$ cat config.mk
export PLATFORM = sky130hd
export DESIGN_NAME = rr_decode_arbiter_flat
export DESIGN_NICKNAME = d
export VERILOG_FILES = /design/src/rtl/arb_pkg.sv /design/src/rtl/rr_decode_arbiter_if.sv /design/src/rtl/rr_decode_arbiter_grant_decoder.sv /design/src/rtl/rr_decode_arbiter.sv /design/src/flat_wrapper.sv
export SDC_FILE = /design/constraint.sdc
export NUM_CORES = 1
export LEC_CHECK = 0
export BUFFER_PORTS_ARGS = -buffer_cell sky130_fd_sc_hd__buf_2
export CORE_MARGIN = 2
export CORE_UTILIZATION = 50
export DETAILED_ROUTE_END_ITERATION = 6
export PLACE_DENSITY = 0.73
export REMOVE_ABC_BUFFERS = 1
export SYNTH_ARGS = -nofsm -noshare
export SYNTH_HDL_FRONTEND = slang
export SYNTH_SLANG_ARGS = --single-unit
export TNS_END_PERCENT = 1
$ cat constraint.sdc
create_clock -name clk -period 4.85 [get_ports clk]
set_input_delay 1.2125 -clock clk [delete_from_list [all_inputs] [get_ports clk]]
set_output_delay 1.2125 -clock clk [all_outputs]
set_load 0.005 [all_outputs]
$ cat src/rtl/arb_pkg.sv
// Shared definitions for the round-robin decode arbiter: FSM encoding,
// default sizing and the rotate-priority search helper.
package arb_pkg;

  localparam int DEF_N        = 8;
  localparam int DEF_MAX_HOLD = 16;
  localparam int PICK_W       = 16;  // widest request vector the helper handles

  typedef enum logic [1:0] {
    ST_IDLE    = 2'd0,
    ST_GRANT   = 2'd1,
    ST_RELEASE = 2'd2
  } arb_state_t;

  // First set request at or after (last+1) mod n, searching upward with wrap.
  // Returns 0 when nothing is requested; callers only use it when |req.
  function automatic logic [3:0] rr_pick(input logic [PICK_W-1:0] req,
                                         input logic [3:0]        last,
                                         input int                n);
    logic [3:0] win;
    logic       found;
    int         c;
    win   = 4'd0;
    found = 1'b0;
    for (int i = 1; i <= PICK_W; i++) begin
      c = (int'(last) + i) % n;
      if ((i <= n) && !found && req[c[3:0]]) begin
        win   = c[3:0];
        found = 1'b1;
      end else begin
        win   = win;
      end
    end
    return win;
  endfunction

endpackage

$ cat src/rtl/rr_decode_arbiter_if.sv
// Request/grant bundle between the requesters and the arbiter.
interface rr_decode_arbiter_if
  import arb_pkg::*;
#(
  parameter int N    = DEF_N,
  parameter int IDXW = $clog2(N)
) ();

  logic            en;
  logic [N-1:0]    req;
  logic            done;
  logic [N-1:0]    gnt;
  logic [IDXW-1:0] gnt_idx;
  logic            gnt_valid;
  logic            timeout;

  // Requester side
  modport master (
    output en, req, done,
    input  gnt, gnt_idx, gnt_valid, timeout
  );

  // Arbiter side
  modport slave (
    input  en, req, done,
    output gnt, gnt_idx, gnt_valid, timeout
  );

endinterface

$ cat src/rtl/rr_decode_arbiter_grant_decoder.sv
// Enabled binary-to-one-hot decoder built as a tree of 1-to-2 enabled stages.
// Each level splits every live enable on one index bit, MSB first, so leaf j
// is reached exactly when idx == j.
module grant_decoder
  import arb_pkg::*;
#(
  parameter int IDXW = 3,
  parameter int N    = 8
) (
  input  logic [IDXW-1:0] idx,
  input  logic            en,
  output logic [N-1:0]    onehot
);

  // Walk the enable down the tree level by level.
  always_comb begin
    logic [IDXW:0][N-1:0] lvl;
    lvl       = '0;
    lvl[0][0] = en;
    for (int l = 0; l < IDXW; l++) begin
      for (int k = 0; k < (1 << l); k++) begin
        lvl[l+1][2*k]   = lvl[l][k] & ~idx[IDXW-1-l];
        lvl[l+1][2*k+1] = lvl[l][k] &  idx[IDXW-1-l];
      end
    end
    onehot = lvl[IDXW];
  end

endmodule

$ cat src/rtl/rr_decode_arbiter.sv
// Round-robin arbiter sharing one decoded-enable resource among N requesters.
// IDLE arbitrates, GRANT holds the owner until release or hold timeout,
// RELEASE inserts a break-before-make dead cycle.
module rr_decode_arbiter
  import arb_pkg::*;
#(
  parameter int N        = DEF_N,
  parameter int IDXW     = $clog2(N),
  parameter int MAX_HOLD = DEF_MAX_HOLD
) (
  input logic                clk,
  input logic                rst_n,
  rr_decode_arbiter_if.slave bus
);

  localparam int HW = $clog2(MAX_HOLD + 1);

  arb_state_t        state_r;
  arb_state_t        state_nxt_s;
  logic [HW-1:0]     hold_cnt_r;
  logic [IDXW-1:0]   last_ptr_r;
  logic [IDXW-1:0]   gnt_idx_r;
  logic              gnt_valid_r;
  logic              timeout_r;

  logic [PICK_W-1:0] req_ext_s;
  logic [IDXW-1:0]   win_s;
  logic              any_req_s;
  logic              owner_req_s;
  logic              hold_max_s;
  logic              exit_s;
  logic              timeout_only_s;
  logic [N-1:0]      gnt_s;

  // Rotate-priority winner and grant-exit conditions.
  always_comb begin
    req_ext_s          = '0;
    req_ext_s[N-1:0]   = bus.req;
    win_s              = IDXW'(rr_pick(req_ext_s, 4'(last_ptr_r), N));
    any_req_s          = |bus.req;
    owner_req_s        = bus.req[gnt_idx_r];
    hold_max_s         = (hold_cnt_r == HW'(MAX_HOLD));
    exit_s             = bus.done | ~owner_req_s | ~bus.en | hold_max_s;
    // Any voluntary reason for exit in the same cycle suppresses the pulse.
    timeout_only_s     = hold_max_s & ~bus.done & owner_req_s & bus.en;
  end

  // FSM state register.
  always_ff @(posedge clk or negedge rst_n) begin
    if (!rst_n) begin
      state_r <= ST_IDLE;
    end else begin
      state_r <= state_nxt_s;
    end
  end

  // FSM next-state logic.
  always_comb begin
    state_nxt_s = state_r;
    case (state_r)
      ST_IDLE: begin
        if (bus.en && any_req_s) begin
          state_nxt_s = ST_GRANT;
        end else begin
          state_nxt_s = ST_IDLE;
        end
      end
      ST_GRANT: begin
        if (exit_s) begin
          state_nxt_s = ST_RELEASE;
        end else begin
          state_nxt_s = ST_GRANT;
        end
      end
      ST_RELEASE: state_nxt_s = ST_IDLE;
      default:    state_nxt_s = ST_IDLE;
    endcase
  end

  // Registered outputs, hold counter and round-robin pointer.
  always_ff @(posedge clk or negedge rst_n) begin
    if (!rst_n) begin
      gnt_idx_r   <= '0;
      gnt_valid_r <= 1'b0;
      timeout_r   <= 1'b0;
      hold_cnt_r  <= '0;
      last_ptr_r  <= IDXW'(N - 1);
    end else begin
      case (state_r)
        ST_IDLE: begin
          timeout_r <= 1'b0;
          if (bus.en && any_req_s) begin
            gnt_idx_r   <= win_s;
            gnt_valid_r <= 1'b1;
            hold_cnt_r  <= HW'(1);
          end else begin
            gnt_valid_r <= 1'b0;
            hold_cnt_r  <= '0;
          end
        end
        ST_GRANT: begin
          if (exit_s) begin
            last_ptr_r  <= gnt_idx_r;
            gnt_valid_r <= 1'b0;
            hold_cnt_r  <= '0;
            timeout_r   <= timeout_only_s;
          end else begin
            hold_cnt_r  <= hold_cnt_r + HW'(1);
            timeout_r   <= 1'b0;
          end
        end
        ST_RELEASE: begin
          gnt_valid_r <= 1'b0;
          timeout_r   <= 1'b0;
          hold_cnt_r  <= '0;
        end
        default: begin
          gnt_valid_r <= 1'b0;
          timeout_r   <= 1'b0;
          hold_cnt_r  <= '0;
        end
      endcase
    end
  end

  grant_decoder #(
    .IDXW (IDXW),
    .N    (N)
  ) u_grant_decoder (
    .idx    (gnt_idx_r),
    .en     (gnt_valid_r),
    .onehot (gnt_s)
  );

  assign bus.gnt       = gnt_s;
  assign bus.gnt_idx   = gnt_idx_r;
  assign bus.gnt_valid = gnt_valid_r;
  assign bus.timeout   = timeout_r;

endmodule
$ cat src/flat_wrapper.sv
// flat-port wrapper written by rule: the top's interface ports become plain ports
module rr_decode_arbiter_flat import arb_pkg::*;
#(
  parameter int N        = DEF_N,
  parameter int IDXW     = $clog2(N),
  parameter int MAX_HOLD = DEF_MAX_HOLD
)
  (clk, rst_n, bus_en, bus_req, bus_done, bus_gnt, bus_gnt_idx, bus_gnt_valid, bus_timeout);
  rr_decode_arbiter_if #(.N(N), .IDXW(IDXW)) bus_i ();
  input logic clk;
  input logic rst_n;
  input wire logic [$bits(bus_i.en)-1:0] bus_en;
  input wire logic [$bits(bus_i.req)-1:0] bus_req;
  input wire logic [$bits(bus_i.done)-1:0] bus_done;
  output wire logic [$bits(bus_i.gnt)-1:0] bus_gnt;
  output wire logic [$bits(bus_i.gnt_idx)-1:0] bus_gnt_idx;
  output wire logic [$bits(bus_i.gnt_valid)-1:0] bus_gnt_valid;
  output wire logic [$bits(bus_i.timeout)-1:0] bus_timeout;
  assign bus_i.en = bus_en;
  assign bus_i.req = bus_req;
  assign bus_i.done = bus_done;
  assign bus_gnt = bus_i.gnt;
  assign bus_gnt_idx = bus_i.gnt_idx;
  assign bus_gnt_valid = bus_i.gnt_valid;
  assign bus_timeout = bus_i.timeout;
  rr_decode_arbiter #(.N(N), .IDXW(IDXW), .MAX_HOLD(MAX_HOLD)) u_core (.clk(clk), .rst_n(rst_n), .bus(bus_i));
endmodule
After elaboration in Yosys (flattened, before gate mapping)
Index checks and enable logic that the tools add are counted.
{"block": "totals", "in_bits": 12, "regBits": 15, "elab_cells": 132}
{"block": "op_classes", "addsub": 9, "bitwise_logic": 34, "n_reduce_logical": 27, "n_eq_ne": 3, "muxes": 44, "magnitude_cmp": 9}
{"op": "$lt A4 B5 Y1 const B", "count": 8}
{"op": "$bmux W1 S4", "count": 8}
{"op": "$mux W3", "count": 8}
{"op": "$reduce_or A3 Y1", "count": 8}
{"op": "$mux W1", "count": 22}
{"op": "$and A1 B1 Y1", "count": 17}
{"op": "$add A3 B3 Y3 const B", "count": 4}
{"op": "$pmux W5 S2", "count": 1}
{"op": "$and A1 B1 Y1 const A", "count": 8}
{"op": "$logic_and A1 B1 Y1", "count": 8}
{"op": "$reduce_or A8 Y1", "count": 1}
{"op": "$logic_not A1 Y1", "count": 7}
{"op": "$add A3 B1 Y3 const B", "count": 2}
{"op": "$add A3 B2 Y3 const B", "count": 2}
{"op": "$not A1 Y1", "count": 6}
{"op": "$add A5 B1 Y5 const B", "count": 1}
{"op": "$eq A5 B5 Y1 const B", "count": 1}
{"op": "$mux W5", "count": 1}
{"op": "$lt A3 B4 Y1 const B", "count": 1}
{"op": "$pmux W2 S2", "count": 1}
{"op": "$reduce_and A2 Y1", "count": 2}
{"op": "$bmux W1 S3", "count": 1}
{"op": "$or A1 B1 Y1", "count": 3}
{"op": "$eq A2 B1 Y1 const B", "count": 1}
{"op": "4 further kinds", "count": 4}

Logic depth before layout (Yosys ltp)
Gate-level depths: netlist of the first run.
{"block": "logic_depth", "ltp_word": 27, "ltp_mapped": 12, "ltp_nobuf": 9}

Modules after synthesis
From an unflattened synthesis of the first run, not the netlist that was laid out.
{"block": "unflattened", "cells_unflattened": 190, "hier_area_um2": 1756.7}
{"mod": "rr_decode_arbiter", "instances": 1, "cells_each": 182, "area_per_inst_um2": 1660.3}
{"mod": "grant_decoder", "instances": 1, "cells_each": 8, "area_per_inst_um2": 96.3}

Worst setup path before layout of the first run
No wires, ideal clock.
{"block": "synth_timing", "kind": "register to register", "start": "register u_core.last_ptr_r[1]", "end": "register u_core.gnt_idx_r[1] (netlist: u_core.bus.gnt_idx[1])", "synth_period_minus_slack_ps": 3056, "path_stages_with_launch": 12, "setup_ps": 130, "setup_slack_ps": 1794, "arrival_ps": 2926, "path_cell_list": "dfstp_2 buf_6 clkbuf_8 inv_1 ha_1 mux4_1 or2_4 nor4_4 nand2_1 a21oi_4 a221o_2 o21ai_1"}
{"block": "synth_via", "elab_chain_cells": 27, "elab_cells_between_ends": 69}
{"element": "from (decl)", "line": "rr_decode_arbiter.sv:21", "source": "logic [IDXW-1:0] last_ptr_r;"}
{"element": "from (signal assigned)", "line": "rr_decode_arbiter.sv:87", "source": "last_ptr_r <= IDXW'(N - 1);"}
{"element": "from (signal assigned)", "line": "rr_decode_arbiter.sv:103", "source": "last_ptr_r <= gnt_idx_r;"}
{"element": "$add A3 B1 Y3", "line": "arb_pkg.sv:26", "source": "c = (int'(last) + i) % n;"}
{"element": "$reduce_or A3 Y1 (no source line)"}
{"element": "$and A1 B1 Y1 (no source line)"}
{"element": "$bmux W1 S4", "line": "arb_pkg.sv:27", "source": "if ((i <= n) && !found && req[c[3:0]]) begin"}
{"element": "$mux W1 (implied by the code)", "line": "arb_pkg.sv:27"}
{"element": "$mux W1", "line": "arb_pkg.sv:27"}
{"element": "$logic_not A1 Y1", "line": "arb_pkg.sv:27"}
{"element": "$logic_and A1 B1 Y1", "line": "arb_pkg.sv:27"}
{"element": "(+11 left out)"}
{"element": "$logic_and A1 B1 Y1", "line": "arb_pkg.sv:27"}
{"element": "$mux W1", "line": "arb_pkg.sv:27"}
{"element": "$logic_not A1 Y1", "line": "arb_pkg.sv:27"}
{"element": "$logic_and A1 B1 Y1", "line": "arb_pkg.sv:27"}
{"element": "$mux W1", "line": "arb_pkg.sv:27"}
{"element": "$logic_not A1 Y1", "line": "arb_pkg.sv:27"}
{"element": "$logic_and A1 B1 Y1", "line": "arb_pkg.sv:27"}
{"element": "$mux W3 (*)", "line": "arb_pkg.sv:27"}
{"element": "to (signal assigned)", "line": "rr_decode_arbiter.sv:93", "source": "gnt_idx_r <= win_s;"}
{"element": "to (decl)", "line": "rr_decode_arbiter.sv:22", "source": "logic [IDXW-1:0] gnt_idx_r;"}
Mark *: on every way between the ends. The rest lies on a longest branch, timed or not. The select of a mux whose other input is x is not followed.
A chain may end at the register's enable or synchronous reset.

Final worst setup path of the first run
Ends and elaborated chain as after synthesis.

==> reports/qor.txt, run 1 <==
Synth unique cells: 49
Post-CTS setup buffers: 0
Core ar.: 3310 µm²
Hold WS: 531 ps
Switching part of the total power: 48.4%
Sequential-to-total area share from yosys stat: 22.2%
PD cells: 732 nW/µm²
Resize count post-CTS: 0
CTS tree: yes
Critical path class: register to register
CP Launch Type: register
Synth Register Bits: 15
Post-synth EDFFs: 0
TritonRoute pass-1 iters: 6
Largest net degree at the start of global routing: 17
Seq pwr share: 21.5%
ANT cells: 0
Routed Antenna Nets: 0
Mean routed wirelength per cell: 16.2 µm
Initial antenna violation count: 0
Setup TNS: 0 ps
Post-route DRC: 0
Slowest stage delay, CP: 770 ps
Via count: 1467
Clock transition at path regs: 80 ps
DP HPWL: 2980 µm
Post-synth ARST share: 100%
Critical path cell sequence: inv_1 -> ha_1 -> mux4_1 -> or2_4 -> nor4_4 -> nand2_1 -> a21oi_4 -> a221o_2 -> o21ai_1
Rows: 21
Iteration-0 DRC count of the detailed router: 106
Clk Latency, worst-skew pair: 270 ps
Fraction of layout cells with a size suffix above 1: 30.2%
FMAX: 0.269 GHz
Netlist Area Pre-Place: 1700 µm²
First-pass GRT wire length: 6840 µm
GRT met2 Usage: 37.8%
Power Internal: 689 µW
Max Cap Viol: 0
Crit path max fanout: 16
Top_reg_cell synth: dfrtp_1
Num CTS Buffers: 3
Endpoints failing setup: 0
TritonCTS Sinks: 15
Critical-path top delay cell: dfstp_2
Routability Congestion: 0.931
Net Switching: 647 µW
Total Routing Usage GR: 21.7%
Logic gate share of total power: 73.5%
Period utilization: 76.6%
Via-per-instance ratio: 6.16
Worst Max-Slew Pin Slew: 568 ps
Slew HR: 62.1%
Routing usage on met3: 1.62%
Syn Area/Cell: 9.91 µm²
CTS root buf: clkbuf_4
Nets@finish: 209
DIE HEIGHT: 62.4 µm
Setup slack, reg-to-reg: 1140 ps
Die width: 62.4 µm
Hold violation count in the final report: 0
Met1 Use GR: 29.4%
Final Skew: 1.58 ps
HP Class: register to register
Die footprint: 3890 µm²
Area grow syn2layout: 7.05%
Grt ovf: 0
Starting Density: 51.5%
Slew Limit Fails: 0
Synth Instances: 172
Clock power share: 5.0%
Run status: complete, no violations
Critical Path End Type: register
Final worst path period need: 3710 ps
Total Routed Length: 3860 µm
Worst Path Required: 5010 ps
CTS max path bufs: 2
Gr busiest metal: met2
Hold_buf cts: 0
Layout fillers: 318
I/O Buffers: 24
RSZ-0062 raised after global routing: no
H-tree Lvls: 1
CP arrival: 3870 ps
Vias in the first global route: 1412
Max IR drop VDD: 0.344 mV
Syn. warnings: 0
Pleak: 0.000773 µW
# IOs: 25
metrics by stage:
stage          util (%)  cells  instance area (µm²)  total power, µW  setup WS, ps
5_1_grt            55.1    238                 1820             1460           909
6_report           55.1    238                 1820             1340          1140
3_3_place_gp       54.3    234                 1800             1220          1300
4_1_cts            55.1    238                 1820             1330          1140
3_5_place_dp       54.3    234                 1800             1260          1160
2_1_floorplan         -    164                 1620             1050          1570
power groups by stage:
stage               logic (µW)  registers [µW]  clock network, µW
floorplan                  786             260                  0
global placement           935             283                  0
global route              1080             303               74.3
detailed placement         971             289                  0
CTS                        974             286               70.7
finish                     981             287               67.4
sequential cells by signal, indices dropped and copies added (netlist names):
| register | flops |
|---|---|
| u_core.bus.gnt_valid | 1 |
| u_core.state_r | 2 |
| u_core.last_ptr_r | 3 |
| u_core.hold_cnt_r | 5 |
| u_core.bus.timeout | 1 |
| u_core.bus.gnt_idx | 3 |
cells in the final DEF (no fill, tap or decap), drive strengths merged, types with 2 or more instances in the layout:
cell type  Yosys  layout
buf            4      24
nor2          20      20
nand2         16      16
mux4          15      15
dfrtp         12      12
inv           11      11
a21oi         11      11
mux2           9       9
nand3          8       8
mux2i          7       7
o21ai          7       7
xor2           5       5
nand2b         5       5
ha             4       4
nor4           4       4
clkbuf         4       4
dfstp          3       3
and2           3       3
nor3           2       2
nand4b         2       2
a22oi          2       2
a21o           2       2
routing by layer:
metal / routed length (µm) / vias up / share of wire (%)
met1: 1630 / 730 / 42
met2: 2040 / 42 / 53
met5: 0 / - / 0
met4: 59 / 0 / 1.5
met3: 117 / 6 / 3.0
li1: - / 689 / -
Yosys cell counts (7+ instances only):
cell     instances  area share (%)
dfrtp_1         12              18
a21oi_1          9             2.6
mux2i_1          7             4.1
inv_1           11             2.4
nor2_1          20             4.4
mux2_2           7             4.6
nand3_1          8             2.3
mux4_2          10              13
nand2_1         16             3.5
critical path, delay by kind of cell, from the launching register on:
kind	cells	cell delay [ps]
DFF	1	770
buffers and inverters	1	230
AOI/OAI and AO/OA	3	430
and+or+nand+nor	3	750
adders and majority gates	1	700
muxes	1	710
layout make-up:
type                    instances  area, µm²  area share, %
clock buffers                   4       26.3           1.44
inverters                      11       41.3           2.26
multi-input cells             138       1200           65.8
flip-flops and latches         15        379           20.8
well taps                      46       57.6           3.16
repair buffers                 24        120           6.58
worst paths after layout:
path,start,endpoint,depth (start not counted)
worst max-delay path,u_core.last_ptr_r[1],u_core.bus.gnt_idx[1],9
max in group asynchronous,rst_n,u_core.last_ptr_r[0],1
worst max register to register,u_core.last_ptr_r[1],u_core.bus.gnt_idx[1],9
worst min-delay path,u_core.hold_cnt_r[0],u_core.hold_cnt_r[0],1
min in group asynchronous,rst_n,u_core.hold_cnt_r[0],1
worst min register to register,u_core.hold_cnt_r[0],u_core.hold_cnt_r[0],1
logic make-up after synthesis:
| group | share of synthesized area [%] |
|---|---|
| AOI/OAI and AO/OA | 14.4 |
| xor gates and xnor gates | 3.08 |
| adders and majority gates | 2.94 |
| buffers and inverters | 7.34 |
| DFF | 22.2 |
| muxes | 31.4 |
| and+or+nand+nor | 18.6 |
Power figures use the tool's default switching activity.
==> inputs of run 2 (changes only) <==
Settings changed: PLACE_DENSITY 0.73 to 0.76.
Clock period 4.85 ns to 3.16 ns, I/O delays scaled along.
==> reports/qor.txt, run 2 (synthesis gave the netlist of run 1 again) <==
Run status: complete, no violations
Die footprint: 3890 µm²
Final worst path period need: 2910 ps
Iteration-0 DRC count of the detailed router: 90
Mean routed wirelength per cell: 15.3 µm
Initial antenna violation count: 0
Slew Limit Fails: 0
Setup TNS: 0 ps
Vias in the first global route: 1419
DIE HEIGHT: 62.4 µm
Pleak: 0.000802 µW
Worst Path Required: 3330 ps
DP HPWL: 2790 µm
CTS root buf: clkbuf_4
Clock transition at path regs: 80 ps
Hold_buf cts: 0
Post-CTS setup buffers: 0
Slew HR: 71.2%
PD cells: 1130 nW/µm²
Top reg by flops: u_core.hold_cnt_r
Critical Path End Type: register
Slowest stage delay, CP: 540 ps
Area grow syn2layout: 9.69%
Post-Layout Cell Count: 244
CP arrival: 3080 ps
Routability Congestion: 0.916
Largest net degree at the start of global routing: 17
Endpoints failing setup: 0
Clk Latency, worst-skew pair: 280 ps
Fraction of layout cells with a size suffix above 1: 32.3%
Post-route DRC: 0
ANT cells: 0
Grt ovf: 0
Place WS: 200 ps
Commonest non-fill, non-tap cell in the layout: buf_2
Critical path cell sequence: inv_1 -> ha_1 -> buf_4 -> mux4_1 -> mux2_4 -> o31a_1 -> a21oi_2 -> a21oi_1 -> a2111oi_2 -> o21ai_1
Core ar.: 3310 µm²
Rows: 21
Register-to-Register Path Depth: 10
Die width: 62.4 µm
Hold WS: 386 ps
H-tree Lvls: 1
Worst Max-Slew Pin Slew: 426 ps
Resize count post-CTS: 0
Layout fillers: 303
# IOs: 25
Register area: 379 µm²
Via count: 1467
Final setup margin: 254 ps
TritonCTS Sinks: 15
CP Launch Type: register
Total Routing Usage GR: 20.4%
Max reg flops: 5
Placed Instances: 240
Crit path max fanout: 12
Nets@finish: 215
Max IR drop VDD: 0.479 mV
I/O Buffers: 24
Final Skew: 2.34 ps
Critical-path top delay cell: dfstp_2
CTS tree: yes
TritonRoute pass-1 iters: 4
Commonest non-fill, non-tap cells in the layout: buf_2, nor2_1, nand2_1
First-pass GRT wire length: 6510 µm
Core Util, Final: 56.5%
RSZ-0062 raised after global routing: no
Num CTS Buffers: 3
CTS max path bufs: 2
HP Class: input pin to asynchronous set/reset pin
Setup slack, reg-to-reg: 250 ps
Worst r2r dst: u_core.bus.gnt_idx[1]
Worst setup path end: u_core.bus.gnt_idx[1]
FMAX: 0.344 GHz
CP startpoint: u_core.last_ptr_r[0]
Max Cap Viol: 0
Via-per-instance ratio: 6.01
R2R Path Start: u_core.last_ptr_r[0]
Critical path class: register to register
Starting Density: 51.5%
Total Routed Length: 3730 µm
Area of the multi-input gates: 1200 µm²
Hold violation count in the final report: 0
Period utilization: 92.0%
Routed Antenna Nets: 0
run 2: cell types whose count changed in the layout (fill, tap and decap cells not counted), sizes merged:
cell  change
buf       +6
run 2: area by class of cell:
type,count,area share (%)
inverter,11,2.21
tap,46,3.08
sequential,15,20.3
multi-input combinational,138,64.2
clock buffer,4,1.41
timing repair buffer,30,8.84
run 2: through the flow:
step	cell area, µm²	total power (µW)
4_1_cts	1870	2110
3_3_place_gp	1840	1990
3_5_place_dp	1840	1990
6_report	1870	2120
5_1_grt	1870	2310
2_1_floorplan	1620	1600
run 2: metal layers:
layer  global-route usage, %  up-vias  wire, µm
li1                        -      701         -
met1                    29.0      721      1760
met2                    33.0       37      1770
met3                    3.24        8       151
met4                    4.44        0        57
met5                       0        -         0
run 2: worst max-delay path: cells and delay by family (launching register included):
family                     cells  cell delay (ps)
adders and majority gates      1              320
AOI/OAI and AO/OA              5              870
muxes                          2              760
DFF                            1              540
buffers and inverters          2              300
run 2: worst min path at each step:
| stage | end | slack (ps) | cells after the start | start |
|---|---|---|---|---|
| 2_1_floorplan | u_core.bus.gnt_idx[0] | 490 | 0 | rst_n |
| 3_3_place_gp | u_core.hold_cnt_r[4] | 520 | 2 | u_core.hold_cnt_r[4] |
| 3_5_place_dp | u_core.hold_cnt_r[4] | 530 | 2 | u_core.hold_cnt_r[4] |
| 4_1_cts | u_core.hold_cnt_r[1] | 380 | 1 | rst_n |
| 5_1_grt | u_core.hold_cnt_r[1] | 400 | 1 | rst_n |
| 6_report | u_core.hold_cnt_r[2] | 390 | 1 | rst_n |
run 2: report_power, final:
group | leakage, µW | internal [µW] | switching [µW] | total, µW
Sequential | 0.000188 | 268 | 113 | 382
Clock | 0.0000150 | 49.1 | 58.4 | 108
Combinational | 0.000599 | 798 | 831 | 1630
